==> src/rtl/mpe_column_sequencer_if.sv <==
// Control/status bundle between the layer controller, the column sequencer and the MPE column.
// master = controller side, slave = sequencer side.
interface mpe_column_sequencer_if #(
  parameter int NUMBER_PE = 9,
  parameter int WIN_W     = 16
);
  logic                 i_start;
  logic                 i_reuse_w;
  logic [WIN_W-1:0]     i_num_win;
  logic                 i_abort;
  logic                 weight_en;
  logic [NUMBER_PE-1:0] o_left_en;
  logic [NUMBER_PE-1:0] o_right_en;
  logic [NUMBER_PE-1:0] o_fmap_rd;
  logic                 o_psum_valid;
  logic [WIN_W-1:0]     o_psum_idx;
  logic                 o_busy;
  logic                 o_done;

  modport master (
    output i_start, i_reuse_w, i_num_win, i_abort,
    input  weight_en, o_left_en, o_right_en, o_fmap_rd,
           o_psum_valid, o_psum_idx, o_busy, o_done
  );

  modport slave (
    input  i_start, i_reuse_w, i_num_win, i_abort,
    output weight_en, o_left_en, o_right_en, o_fmap_rd,
           o_psum_valid, o_psum_idx, o_busy, o_done
  );
endinterface

==> src/rtl/mpe_column_sequencer.sv <==
// Job sequencer for one NUMBER_PE x 1 MPE column: weight load, skewed enable ramp,
// streaming and psum drain. Every output is registered from the next-state values.
module mpe_column_sequencer #(
  parameter int NUMBER_PE = 9,
  parameter int PSUM_LAT  = 12,
  parameter int WIN_W     = 16
) (
  input  logic                   i_clk,
  input  logic                   i_rest_n,
  mpe_column_sequencer_if.slave  bus
);
  localparam int TW = WIN_W + 8;
  localparam logic [TW-1:0] PSUM_BASE = TW'(NUMBER_PE - 1 + PSUM_LAT);
  localparam logic [TW-1:0] T_OFS     = TW'(NUMBER_PE + PSUM_LAT - 2);

  typedef enum logic [1:0] {IDLE, LOAD, RUN, DONE} state_t;

  state_t               state, nxt_state;
  logic [TW-1:0]        t, nxt_t, t_end, n_ext;
  logic [WIN_W-1:0]     n_q, nxt_n;
  logic [NUMBER_PE-1:0] nxt_en, en_q;
  logic                 nxt_pv, pv_q, we_q, busy_q, done_q;
  logic [WIN_W-1:0]     nxt_idx, idx_q;

  assign t_end = {8'b0, n_q} + T_OFS;
  assign n_ext = {8'b0, nxt_n};

  always_comb begin
    nxt_state = state;
    nxt_t     = t;
    nxt_n     = n_q;
    unique case (state)
      IDLE: begin
        // abort outranks a coincident start
        if (bus.i_start && !bus.i_abort) begin
          nxt_n = bus.i_num_win;
          nxt_t = '0;
          if (bus.i_num_win == '0) nxt_state = DONE;
          else if (bus.i_reuse_w)  nxt_state = RUN;
          else                     nxt_state = LOAD;
        end
      end
      LOAD: begin
        nxt_t     = '0;
        nxt_state = bus.i_abort ? IDLE : RUN;
      end
      RUN: begin
        if (bus.i_abort) begin
          nxt_state = IDLE;
          nxt_t     = '0;
        end else if (t == t_end) begin
          nxt_state = DONE;
          nxt_t     = '0;
        end else begin
          nxt_t = t + 1'b1;
        end
      end
      DONE: nxt_state = IDLE;
    endcase
  end

  // Diagonal wavefront: PE k sees windows 0..N-1 at t = k..k+N-1
  for (genvar k = 0; k < NUMBER_PE; k++) begin : g_lane
    assign nxt_en[k] = (nxt_state == RUN) && (nxt_t >= TW'(k)) && (nxt_t < TW'(k) + n_ext);
  end

  assign nxt_pv  = (nxt_state == RUN) && (nxt_t >= PSUM_BASE) && (nxt_t < n_ext + PSUM_BASE);
  assign nxt_idx = nxt_pv ? WIN_W'(nxt_t - PSUM_BASE) : '0;

  always_ff @(posedge i_clk) begin
    if (!i_rest_n) begin
      state  <= IDLE;
      t      <= '0;
      n_q    <= '0;
      en_q   <= '0;
      pv_q   <= 1'b0;
      idx_q  <= '0;
      we_q   <= 1'b0;
      busy_q <= 1'b0;
      done_q <= 1'b0;
    end else begin
      state  <= nxt_state;
      t      <= nxt_t;
      n_q    <= nxt_n;
      en_q   <= nxt_en;
      pv_q   <= nxt_pv;
      idx_q  <= nxt_idx;
      we_q   <= (nxt_state == LOAD);
      busy_q <= (nxt_state != IDLE);
      done_q <= (nxt_state == DONE);
    end
  end

  assign bus.weight_en    = we_q;
  assign bus.o_left_en    = en_q;
  assign bus.o_right_en   = en_q;
  assign bus.o_fmap_rd    = en_q;
  assign bus.o_psum_valid = pv_q;
  assign bus.o_psum_idx   = idx_q;
  assign bus.o_busy       = busy_q;
  assign bus.o_done       = done_q;
endmodule
==> src/flat_wrapper.sv <==
// flat-port wrapper written by rule: the top's interface ports become plain ports
module mpe_column_sequencer_flat 
#(
  parameter int NUMBER_PE = 9,
  parameter int PSUM_LAT  = 12,
  parameter int WIN_W     = 16
)
  (i_clk, i_rest_n, bus_i_start, bus_i_reuse_w, bus_i_num_win, bus_i_abort, bus_weight_en, bus_o_left_en, bus_o_right_en, bus_o_fmap_rd, bus_o_psum_valid, bus_o_psum_idx, bus_o_busy, bus_o_done);
  mpe_column_sequencer_if #(.NUMBER_PE(NUMBER_PE), .WIN_W(WIN_W)) bus_i ();
  input  logic i_clk;
  input  logic i_rest_n;
  input wire logic [$bits(bus_i.i_start)-1:0] bus_i_start;
  input wire logic [$bits(bus_i.i_reuse_w)-1:0] bus_i_reuse_w;
  input wire logic [$bits(bus_i.i_num_win)-1:0] bus_i_num_win;
  input wire logic [$bits(bus_i.i_abort)-1:0] bus_i_abort;
  output wire logic [$bits(bus_i.weight_en)-1:0] bus_weight_en;
  output wire logic [$bits(bus_i.o_left_en)-1:0] bus_o_left_en;
  output wire logic [$bits(bus_i.o_right_en)-1:0] bus_o_right_en;
  output wire logic [$bits(bus_i.o_fmap_rd)-1:0] bus_o_fmap_rd;
  output wire logic [$bits(bus_i.o_psum_valid)-1:0] bus_o_psum_valid;
  output wire logic [$bits(bus_i.o_psum_idx)-1:0] bus_o_psum_idx;
  output wire logic [$bits(bus_i.o_busy)-1:0] bus_o_busy;
  output wire logic [$bits(bus_i.o_done)-1:0] bus_o_done;
  assign bus_i.i_start = bus_i_start;
  assign bus_i.i_reuse_w = bus_i_reuse_w;
  assign bus_i.i_num_win = bus_i_num_win;
  assign bus_i.i_abort = bus_i_abort;
  assign bus_weight_en = bus_i.weight_en;
  assign bus_o_left_en = bus_i.o_left_en;
  assign bus_o_right_en = bus_i.o_right_en;
  assign bus_o_fmap_rd = bus_i.o_fmap_rd;
  assign bus_o_psum_valid = bus_i.o_psum_valid;
  assign bus_o_psum_idx = bus_i.o_psum_idx;
  assign bus_o_busy = bus_i.o_busy;
  assign bus_o_done = bus_i.o_done;
  mpe_column_sequencer #(.NUMBER_PE(NUMBER_PE), .PSUM_LAT(PSUM_LAT), .WIN_W(WIN_W)) u_core (.i_clk(i_clk), .i_rest_n(i_rest_n), .bus(bus_i));
endmodule
==> config.mk <==
export PLATFORM = sky130hd
export DESIGN_NAME = mpe_column_sequencer_flat
export DESIGN_NICKNAME = d
export VERILOG_FILES = /design/src/rtl/mpe_column_sequencer_if.sv /design/src/rtl/mpe_column_sequencer.sv /design/src/flat_wrapper.sv
export SDC_FILE = /design/constraint.sdc
export NUM_CORES = 1
export LEC_CHECK = 0
export CAP_MARGIN = 40
export CORE_ASPECT_RATIO = 2
export CORE_MARGIN = 4
export CORE_UTILIZATION = 30
export CTS_CLUSTER_DIAMETER = 40
export CTS_CLUSTER_SIZE = 10
export DETAILED_ROUTE_END_ITERATION = 12
export MAX_ROUTING_LAYER = met4
export PLACE_DENSITY = 0.49
export SLEW_MARGIN = 20
export SYNTH_ARGS = -nofsm -noshare
export SYNTH_HDL_FRONTEND = slang
export SYNTH_SLANG_ARGS = --single-unit
==> constraint.sdc <==
create_clock -name i_clk -period 14.7 [get_ports i_clk]
set_clock_uncertainty 0.1 [all_clocks]
set_input_delay 2.94 -clock i_clk [delete_from_list [all_inputs] [get_ports i_clk]]
set_output_delay 2.94 -clock i_clk [all_outputs]
set_load 0.02 [all_outputs]
==> flow_metrics.tcl, run 1 <==
set metrics [dict create \
    synthArstFlopShare_pct 0 \
    cts-htree-levels 3 \
    drc 0 \
    yosys-top-cells-area "ha_1 (21%), dfxtp_1 (15%), xnor2_1 (8.8%)" \
    dr.pass1.iters 5 \
    synth_flop_cell "dfxtp_1" \
    status "finished, final reports clean" \
    layout.cells.most_common "ha_1" \
    layout-drive-gt1-share_pct 7.24 \
    synth_xor_area_share_pct 14.5 \
    setup_violations 0 \
    p_leak_nw 4.42 \
    yosys.area_share.simple_pct 23.8 \
    path_class "primary input to flop" \
    diodes 0 \
    seq_area_frac_synth_pct 14.8 \
    instances_no_fill 1721 \
    hold_viol_final 0 \
    area_delta_synth_final_pct 14.8 \
    clk_latency_ps 370 \
    post_cts_buffers 0 \
    synth_top_family_by_area "simple AND/OR/NAND/NOR gates" \
    vias_per_cell 5.51 \
    clockRootBuffer "clkbuf_16" \
    synth-compound-area-share_pct 17.6 \
    via_count 9478 \
    fmax_mhz 117 \
    start_kind "primary input" \
    synth.avg_cell_area_um2 7.64 \
    rows 92 \
    comb_power_share_pct 27.9 \
    ys_ff_latch 71 \
    grt_pass1_vias 9806 \
    io_buffers 67 \
    dpl_cell_area_um2 10700 \
    cpMaxStageDelayCell "clkdlybuf4s50_1" \
    dieWidth_um 135 \
    gp_congestion 0.985 \
    synth_cells 1258 \
    pin_count 68 \
    tightest_slew_ps 814 \
    fin_total_pwr_mw 0.613 \
    seq_power_share_pct 32.7 \
    grtUsageTotal_pct 23.7 \
    post_drt_wl_per_cell_um 23.6 \
    most-common-layout-cells "ha_1 (158), nor2_1 (140), nand2_1 (108)" \
    path_cells "clkdlybuf4s50_1, nor4b_4, buf_4, a21oi_2, clkinv_1, ha_1, nand2_1, nor3_1, nand2_1, or2_2, nor2_1, xor2_1, ha_1, a21oi_1, nor2b_1, o21ai_0, nand2_1, a31oi_1, o31ai_1, and3_1, a2111oi_2" \
    p_sw_mw 0.206 \
    drv_cap 0 \
    cts_tree "done" \
    cp_data_arrival_time_ps 8680 \
    synthMuxAreaShare_pct 1.78 \
    finalInstanceArea_um2 11000 \
    clkSinkCount 71 \
    endpoint_kind "flop" \
    dp_cells 1704 \
    synth-adder-area-share_pct 21.3 \
    grt_pass1_wl_um 59800 \
    slew_headroom_pct 45.3 \
    clkTransAtPathRegs_ps 70 \
    syn-cell-area_um2 9610 \
    synth.top_cell.area_share_pct 20.6 \
    finalSetupTns_ps 0 \
    crit_path_frequent_cell "nand2_1" \
    antenna_found_initial 0 \
    core_area_um2 31500 \
    required_ps 14860 \
    numCtsBuffers 9 \
    hold_slack_ps 495 \
    cts_hold_buf 0 \
    start_util_pct 30.5 \
    clock_path_buffers 2 \
    drtIter0Drc 495 \
    synth.distinct_cells 80 \
    yosysTopAreaCell "ha_1" \
    power_density_nw_per_um2 55.6 \
    slowest_delay_ps 540 \
    synth_nets 1437 \
    swShare_pct 33.5 \
    p_int_mw 0.408 \
    worstPathMaxFanout 21 \
    routed_wl_um 40600 \
    hpwl_um 32600 \
    ctsResizeCount 0 \
    grt-ovfl-total 0 \
    synth-edff-count 0 \
    vdd_ir_drop_max_mv 0.0493 \
    yosysWarnings 0 \
    min_path_type "flop to flop" \
    ant_nets 0 \
    fin_crit_ps 8520 \
    die_area_um2 35100 \
    nets 1473 \
    rsz0062_at_grt "false" \
    clkPwrFrac_pct 39.3 \
    drv_slew 0 \
    die_h_um 261 \
    grt_max_degree 29 \
    finalCritPeriodShare_pct 57.9 \
]
-- final timing paths --
kind                 startpoint  slack (ps)                       to  cells past startpoint
setup reg to reg  u_core.n_q[0]        8570  u_core.bus.o_fmap_rd[1]                     19
hold / removal     u_core.t[21]         490             u_core.t[21]                      2
hold reg to reg    u_core.t[21]         490             u_core.t[21]                      2
setup / recovery    bus_i_abort        6180  u_core.bus.o_fmap_rd[1]                     21
-- per-layer routing --
metal | wire [um] | up-vias | GRT usage, % | share of wire (%)
met5 | 0 | - | - | 0
met4 | 4120 | 0 | 19.5 | 10
met3 | 1240 | 162 | 2.46 | 3.0
met2 | 22400 | 280 | 45.5 | 55
met1 | 12800 | 4514 | 20.0 | 32
li1 | - | 4522 | - | -
-- worst max-delay path: cells and delay by family --
family | cells | cell delay [ps]
compound gates | 6 | 1100
buf+inv | 3 | 1160
simple gates | 9 | 2540
xor+xnor | 1 | 180
fa+ha+maj | 2 | 710
-- power groups by stage --
stage | registers, mW | clock network (mW) | logic [mW]
after CTS | 0.201 | 0.246 | 0.171
after floorplan | 0.203 | 0 | 0.110
final | 0.201 | 0.241 | 0.171
after global routing | 0.201 | 0.252 | 0.186
after global placement | 0.205 | 0 | 0.169
after detailed placement | 0.205 | 0 | 0.170
-- Yosys cell counts (9+ instances only) --
cell	count
nand2_1	108
nor2b_1	22
a21oi_1	63
nor2_1	140
buf_2	9
o21a_1	10
dfxtp_1	71
o211ai_1	9
clkbuf_1	44
or3_1	12
and2_1	16
nand2b_1	10
nand3_1	35
ha_1	158
nand4_1	22
nor3_1	35
a211o_1	10
inv_1	46
mux2i_1	16
o21ai_0	53
xor2_1	62
xnor2_1	97
a21o_1	17
buf_4	21
a31oi_1	13
nor4_1	20
-- through the flow --
step | worst slack [ps] | util [%]
detailed placement | 5900 | 34.0
global placement | 6050 | 33.9
finish | 6180 | 35.0
global route | 5880 | 35.0
CTS | 6270 | 35.0
floorplan | 6960 | -
-- registers in the layout, summed over array words and instances, names as in the netlist --
signal / count
u_core.t: 24
u_core.bus.o_busy: 1
u_core.bus.o_done: 1
u_core.bus.o_psum_valid: 1
u_core.n_q: 16
u_core.bus.o_fmap_rd: 9
u_core.bus.o_psum_idx: 16
u_core.bus.weight_en: 1
u_core.state: 2
-- cell type report --
type	count	area [um^2]
tap	423	529
multi-input combinational	1056	7640
clock buffer	9	225
inverter	50	188
sequential	71	1420
clock inverter	6	86.3
timing repair buffer	106	952
fill	3456	20500
-- cells by family after synthesis --
group / after synthesis
AO/OA/AOI/OAI: 250
XOR/XNOR: 159
adder cells (fa/ha/maj): 165
buffers and inverters: 131
flip-flops: 71
multiplexers: 17
AND/OR/NAND/NOR: 465
Power figures use the tool's default switching activity.
==> run 2, diff against run 1 <==
==> constraint.sdc (replaced) <==
create_clock -name i_clk -period 8.7 [get_ports i_clk]
set_clock_uncertainty 0.1 [all_clocks]
set_input_delay 1.74 -clock i_clk [delete_from_list [all_inputs] [get_ports i_clk]]
set_output_delay 1.74 -clock i_clk [all_outputs]
set_load 0.02 [all_outputs]
==> flow_metrics.tcl, run 2 (same netlist as run 1, synthesis figures left out) <==
set metrics [dict create \
    dieWidth_um 135 \
    area_delta_synth_final_pct 14.9 \
    endpoint_kind "flop" \
    critical_path.top_delay_family "simple AND/OR/NAND/NOR gates" \
    drc 0 \
    dr.pass1.iters 5 \
    antenna_found_initial 1 \
    clock_path_buffers 2 \
    min_path_type "flop to flop" \
    ant_nets 0 \
    clockRootBuffer "clkbuf_16" \
    vias_per_cell 5.60 \
    slowest_delay_ps 740 \
    path_class "primary input to flop" \
    drv_slew 0 \
    fin_crit_ps 7150 \
    rows 92 \
    start_kind "primary input" \
    place_ws_ps 1220 \
    via_count 9681 \
    crit_path_frequent_cell "nand2_1" \
    tightest_slew_ps 957 \
    cts_hold_buf 0 \
    post_drt_wl_per_cell_um 24.4 \
    grt_pass1_wl_um 61500 \
    clkSinkCount 71 \
    die_h_um 261 \
    layout-drive-gt1-share_pct 7.67 \
    fillers 3411 \
    hpwl_um 33900 \
    die_area_um2 35100 \
    cts_tree "done" \
    finalSetupTns_ps 0 \
    core_area_um2 31500 \
    cpMaxStageDelayCell "nor4b_4" \
    vdd_ir_drop_max_mv 0.0731 \
    clkTransAtPathRegs_ps 60 \
    grt-ovfl-total 0 \
    hold_viol_final 0 \
    fmax_mhz 140 \
    slew_headroom_pct 35.9 \
    pin_count 68 \
    clk_latency_ps 360 \
    fin_ws_ps 1550 \
    power_density_nw_per_um2 88.9 \
    crit_buf_inv 3 \
    largest-register "u_core.t" \
    io_buffers 67 \
    largest_register_ff_count 24 \
    start_util_pct 30.5 \
    numCtsBuffers 9 \
    instances_no_fill 1728 \
    status "finished, final reports clean" \
    rsz0062_at_grt "false" \
    dp_cells 1710 \
    grt_max_degree 29 \
    worstPathMaxFanout 11 \
    drtIter0Drc 600 \
    post_cts_buffers 0 \
    most-common-layout-cells "ha_1 (158), nor2_1 (140), nand2_1 (108)" \
    cts-htree-levels 3 \
    dpl_cell_area_um2 10800 \
    gp_congestion 1.02 \
    ctsResizeCount 0 \
    finalCritPeriodShare_pct 82.1 \
    layout.cells.most_common "ha_1" \
    required_ps 8840 \
    grtUsageTotal_pct 24.5 \
    routed_wl_um 42100 \
    nets 1478 \
    cp_data_arrival_time_ps 7290 \
    setup_violations 0 \
    finalInstanceArea_um2 11000 \
    grt_pass1_vias 9953 \
    p_leak_nw 4.42 \
    path_cells "clkdlybuf4s50_1, nor4b_4, mux2i_1, buf_4, inv_1, ha_1, nand2_1, nor3_1, nand2_1, or2_2, nor2_1, xor2_1, ha_1, a21oi_1, nor2b_1, o21ai_0, nand2_1, a31oi_1, o31ai_1, and3_1, a2111oi_2" \
    drv_cap 0 \
]
## run 2: cell count changes in the layout (fill, tap and decap cells not counted)
| cell | previous run | this run |
|---|---|---|
| clkbuf_2 | 2 | 0 |
| clkinvlp_4 | 1 | 3 |
| buf_4 | 35 | 40 |
| inv_6 | 0 | 1 |
| clkinv_2 | 2 | 1 |
| buf_6 | 0 | 1 |
| buf_2 | 1 | 3 |
| diode_2 | 0 | 1 |
| buf_1 | 1 | 0 |
| bufinv_16 | 2 | 0 |
| clkbuf_1 | 0 | 1 |
## run 2: where the power goes
part	switching, mW	leakage [nW]	total (mW)	internal [mW]
clock network	0.158	0.125	0.352	0.194
logic	0.181	3.72	0.292	0.111
registers	0.00879	0.574	0.339	0.330
## run 2: worst paths after layout
path | startpoint | endpoint | slack, ps | cells after the start
hold / removal | u_core.t[17] | u_core.t[17] | 500 | 2
hold reg to reg | u_core.t[17] | u_core.t[17] | 500 | 2
setup / recovery | bus_i_abort | u_core.bus.o_fmap_rd[1] | 1550 | 21
setup reg to reg | u_core.n_q[0] | u_core.bus.o_psum_idx[13] | 2440 | 22
## run 2: worst min-delay path: cells and delay by family (launching register included)
family | cells | cell delay [ps]
flops | 1 | 370
compound gates | 1 | 130
simple gates | 1 | 60
## run 2: layout make-up
class | count | area, um^2 | share of cell area, %
Inverter | 50 | 188 | 1.70
Clock buffer | 10 | 229 | 2.07
Multi-Input combinational cell | 1056 | 7640 | 69.1
Tap cell | 423 | 529 | 4.79
Clock inverter | 6 | 45.0 | 0.408
Sequential cell | 71 | 1420 | 12.9
Timing Repair Buffer | 111 | 997 | 9.03
Antenna cell | 1 | 2.50 | 0.0227
## run 2: per-stage QoR
step / hold WS [ps] / power, mW / utilization [%]
2_1_floorplan: 430 / 0.528 / -
3_3_place_gp: 465 / 0.634 / 34.1
3_5_place_dp: 480 / 0.634 / 34.1
4_1_cts: 488 / 0.987 / 35.0
5_1_grt: 526 / 1.03 / 35.0
6_report: 497 / 0.983 / 35.0
## run 2: metal layers
metal / wire, um / vias up / global-route usage, %
li1: - / 4543 / -
met1: 13200 / 4579 / 20.7
met2: 22300 / 330 / 44.8
met3: 1320 / 229 / 2.56
met4: 5290 / 0 / 25.0
met5: 0 / - / -
==> variant 1: new RTL, settings of run 2 <==
`NUMBER_PE` is set to 9 in 3 places; all go to 18.
--- a/src/rtl/mpe_column_sequencer_if.sv
+++ b/src/rtl/mpe_column_sequencer_if.sv
@@ -1,7 +1,7 @@
 // Control/status bundle between the layer controller, the column sequencer and the MPE column.
 // master = controller side, slave = sequencer side.
 interface mpe_column_sequencer_if #(
-  parameter int NUMBER_PE = 9,
+  parameter int NUMBER_PE = 18,
   parameter int WIN_W     = 16
 );
   logic                 i_start;
--- a/src/rtl/mpe_column_sequencer.sv
+++ b/src/rtl/mpe_column_sequencer.sv
@@ -1,7 +1,7 @@
 // Job sequencer for one NUMBER_PE x 1 MPE column: weight load, skewed enable ramp,
 // streaming and psum drain. Every output is registered from the next-state values.
 module mpe_column_sequencer #(
-  parameter int NUMBER_PE = 9,
+  parameter int NUMBER_PE = 18,
   parameter int PSUM_LAT  = 12,
   parameter int WIN_W     = 16
 ) (
--- a/src/flat_wrapper.sv
+++ b/src/flat_wrapper.sv
@@ -1,7 +1,7 @@
 // flat-port wrapper written by rule: the top's interface ports become plain ports
 module mpe_column_sequencer_flat 
 #(
-  parameter int NUMBER_PE = 9,
+  parameter int NUMBER_PE = 18,
   parameter int PSUM_LAT  = 12,
   parameter int WIN_W     = 16
 )
Ports: changed (resized bus_o_fmap_rd, bus_o_left_en and bus_o_right_en); port bits go from 68 to 95. The function was not compared with the original's and may differ.
==> variant 1 against run 2 <==
Clock power grew 22%. Synthesized area is 48% higher. Total power is 34% higher. Cell area grew 49%. Worst setup slack got worse by 0.46 ns. Sequential cell count increased by 9. Cell count up 46%. Global-route usage rose by 3.0 points. Wire length is 66% higher. Critical path type unchanged. Largest cell class unchanged. Die area rose by 46%.
==> variant 1: results (changes against run 2) <==
status complete, no violations; xor and xnor area share after synthesis 16.8% (+2.3 points); Metal-1 WL 23400 um (+77%); drt pass-1 iters 6 (+1); Post-synth top cells ha_1, nand2_1, nor2_1, xnor2_1, a21oi_1; Nets 2195 (+49%); met1 GRT Util 25.2% (+4.5 points); H-Tree Depth 3 (unchanged); CP top delay family buffers and inverters; complex-gate fraction of the synthesized area 18.8% (+1.1 points); clock tree root buffer cell clkbuf_16; initial antenna violation count 0 (-1); worst hold path class reg -> reg; met2 Usage GRT 48.1% (+3.3 points); met3 wire length 2930 um (+120%); CP arrival 7.69 ns (+0.40 ns); Via density 5.70 (+1.8%); peak supply drop 104 uV (+43%); total track usage 27.5% (+3.0 points); Largest stage delay, worst path 0.81 ns (+0.07 ns); DRT iter0 DRCs 875 (+46%); main flop type after synthesis dfxtp_1; library cells used by synthesis 88 (+10%); Seq/Total Area, Yosys 11.2% (-3.5 points); slew margin rel. 35.8% (-0.13 points); Adder-Cell Fraction of Synth Area 25.5% (+4.2 points); first-pass GRT wire length 99500 um (+62%); Port Buf Inserts 94 (+40%); share of post-route cells with drive strength above 1 8.64% (+0.97 points); DP Area 16200 um2 (+50%); DR top layer met4; cts hold-fix bufs 0 (unchanged); Met2 Wirelength 34400 um (+54%); CTS clk-pin slew, worst paths 0.08 ns (+0.02 ns); WL final 69800 um (+66%); Synth area leaders ha_1, dfxtp_1, xnor2_1; max FFs per register 24 (unchanged); GPL Wtd Cong 1.02 (-0.67%); pre-CTS WS 0.896 ns (-0.327 ns); met3 Track Usage GR 3.41% (+0.85 points); ys async rst share 0% (unchanged); vias in the first global route 14700 (+47%); LEAKAGE 6.90 nW (+56%); worst-path fanout max 19 (+8); multiplexer share of the synthesized area 1.08% (-0.70 points); syn nets 2140 (+49%); Bufs on Longest Clock Path 2 (unchanged); Post-DP HPWL 54500 um (+61%); highest-delay cell along the critical path a2111oi_0; ant diodes 0 (-1)
variant 1: per-stage QoR:
step	std cells	utilization, %	power [mW]
4_1_cts	2525	35.2	1.31
5_1_grt	2526	35.3	1.37
3_3_place_gp	2505	34.4	0.880
6_report	2526	35.3	1.31
3_5_place_dp	2509	34.6	0.884
2_1_floorplan	1839	-	0.706
variant 1: final timing paths:
check                                    from                      end  slack (ns)  cells after the start
worst min register to register   u_core.t[23]             u_core.t[23]        0.41                      2
worst max register to register  u_core.n_q[2]  u_core.bus.o_fmap_rd[2]        2.15                     17
worst max-delay path              bus_i_abort  u_core.bus.o_fmap_rd[2]        1.09                     17
worst min-delay path             u_core.t[23]             u_core.t[23]        0.41                      2
variant 1: cell families (layout without fill, tap and decap cells):
group,count (synthesis),count (layout)
AND/OR/NAND/NOR,608,608
flip-flops,80,80
buffers and inverters,173,233
multiplexers,15,15
adder cells (fa/ha/maj),293,293
XOR/XNOR,271,271
AO/OA/AOI/OAI,399,399
variant 1: where the power goes:
group	internal [mW]	switching, mW	total, mW
clock	0.229	0.199	0.428
combinational	0.186	0.319	0.505
sequential	0.371	0.0104	0.381
variant 1: worst reg2reg max path, cell delays in order, from the launching register on:
cell and delay, ns:
dfxtp_1 0.45, inv_1 0.13, ha_1 0.26, nand2b_1 0.22, nand2_2 0.15, o31a_1 0.34
nor4_2 0.71, nand3_1 0.44, a21oi_1 0.65, inv_1 0.59, buf_4 0.39, ha_1 0.31
a21oi_1 0.19, o21ai_0 0.12, o211ai_1 0.12, a21oi_1 0.10, o311a_1 0.29, a2111oi_0 0.81
variant 1: cell type report:
class,instances,area [um2]
inverter,48,180
clock inverter,7,83.8
sequential,80,1600
tap,627,785
multi-input combinational,1586,12100
clock buffer,9,225
timing repair buffer,169,1540
fill,4989,30300
==> variant 2: new RTL, config.mk and constraints of run 2 <==
Made on the original files. Register the input `i_rest_n` before use. The logic sees it one clock later. The other inputs are not delayed to match.
--- a/src/rtl/mpe_column_sequencer.sv
+++ b/src/rtl/mpe_column_sequencer.sv
@@ -14,6 +14,12 @@
   localparam logic [TW-1:0] T_OFS     = TW'(NUMBER_PE + PSUM_LAT - 2);
 
   typedef enum logic [1:0] {IDLE, LOAD, RUN, DONE} state_t;
+
+  logic i_rest_n_q;
+
+  always_ff @(posedge i_clk) begin
+    i_rest_n_q <= i_rest_n;
+  end
 
   state_t               state, nxt_state;
   logic [TW-1:0]        t, nxt_t, t_end, n_ext;
@@ -68,7 +74,7 @@
   assign nxt_idx = nxt_pv ? WIN_W'(nxt_t - PSUM_BASE) : '0;
 
   always_ff @(posedge i_clk) begin
-    if (!i_rest_n) begin
+    if (!i_rest_n_q) begin
       state  <= IDLE;
       t      <= '0;
       n_q    <= '0;
Check against the original RTL: not equivalent (a bounded check fails within 4 cycles, from zero or initial values).
==> variant 2 against run 2 <==
First-iteration DRC count up 4.2%. Wire length is 7.0% higher. Worst setup slack worse by 0.21 ns. Synthesized area rose by 1.8%. Total power is 2.9% higher. Critical endpoint is now u_core.bus.o_fmap_rd[3]. Sequential cell count is 1 higher. Cell area is 2.2% higher. Largest cell class unchanged.
==> variant 2: results (changes against run 2) <==
status complete, no violations; Syn Area/Cell 7.73 um2 (+1.2%); Worst Hold Launch u_core.t[19]; worst-path fanout max 19 (+8); ant diodes 0 (-1); clock sinks 72 (+1.4%); met1 GRT Util 22.0% (+1.2 points); initial antenna violation count 0 (-1); Largest stage delay, worst path 0.69 ns (-0.05 ns); bufs w/o clock 120 (+8.1%); highest-delay cell along the critical path a21oi_1; reg2reg path depth 21 (-4.5%); clk tree area frac 2.49% (+0.013 points); first-pass GRT wire length 65100 um (+5.9%); fraction of area in multi-input gates 69.2% (+0.095 points); peak supply drop 102 uV (+40%); number of fill cells 3467 (+1.6%); multi-input gates 1074 (+1.7%); Min-Delay Endpoint u_core.t[19]; Seq/Total Area, Yosys 14.7% (-0.058 points); Post-synth top cells ha_1, nand2_1, nor2_1, xnor2_1; DRT iter0 DRCs 625 (+4.2%); r2r setup slk 2.72 ns (+0.28 ns); Via density 5.75 (+2.7%); Synth area leaders ha_1, dfxtp_1, xnor2_1; met3 wire length 1370 um (+3.9%); Signal buf overhead 9.51% (+0.48 points); pre-CTS WS 1.07 ns (-0.152 ns); vias in the first global route 10300 (+3.1%); Logic inverters 39 (-22%); largest net degree at the start of global routing 32 (+10%); CP top delay family compound AO/OA/AOI/OAI gates; Critical Path End u_core.bus.o_fmap_rd[3]; LEAKAGE 4.67 nW (+5.5%)
-- variant 2: where the power goes --
group	internal [mW]	switching, mW
registers	0.335	0.0102
clock network	0.202	0.161
logic	0.117	0.186
-- variant 2: cells by family after synthesis --
logic type      count (synthesis)  synth area share [%]
compound gates                289                  20.6
flops                          72                  14.7
xor+xnor                      142                  12.7
buf+inv                       120                  5.83
simple gates                  465                  23.9
fa+ha+maj                     159                  20.3
mux                            19                  1.96
-- variant 2: through the flow --
stage | instance area [um2] | instances | hold slack (ns) | power (mW)
2_1_floorplan | 9790 | 1266 | 0.371 | 0.535
3_5_place_dp | 11000 | 1732 | 0.468 | 0.651
4_1_cts | 11300 | 1748 | 0.478 | 1.02
3_3_place_gp | 11000 | 1729 | 0.450 | 0.649
6_report | 11300 | 1748 | 0.475 | 1.01
5_1_grt | 11300 | 1748 | 0.534 | 1.05
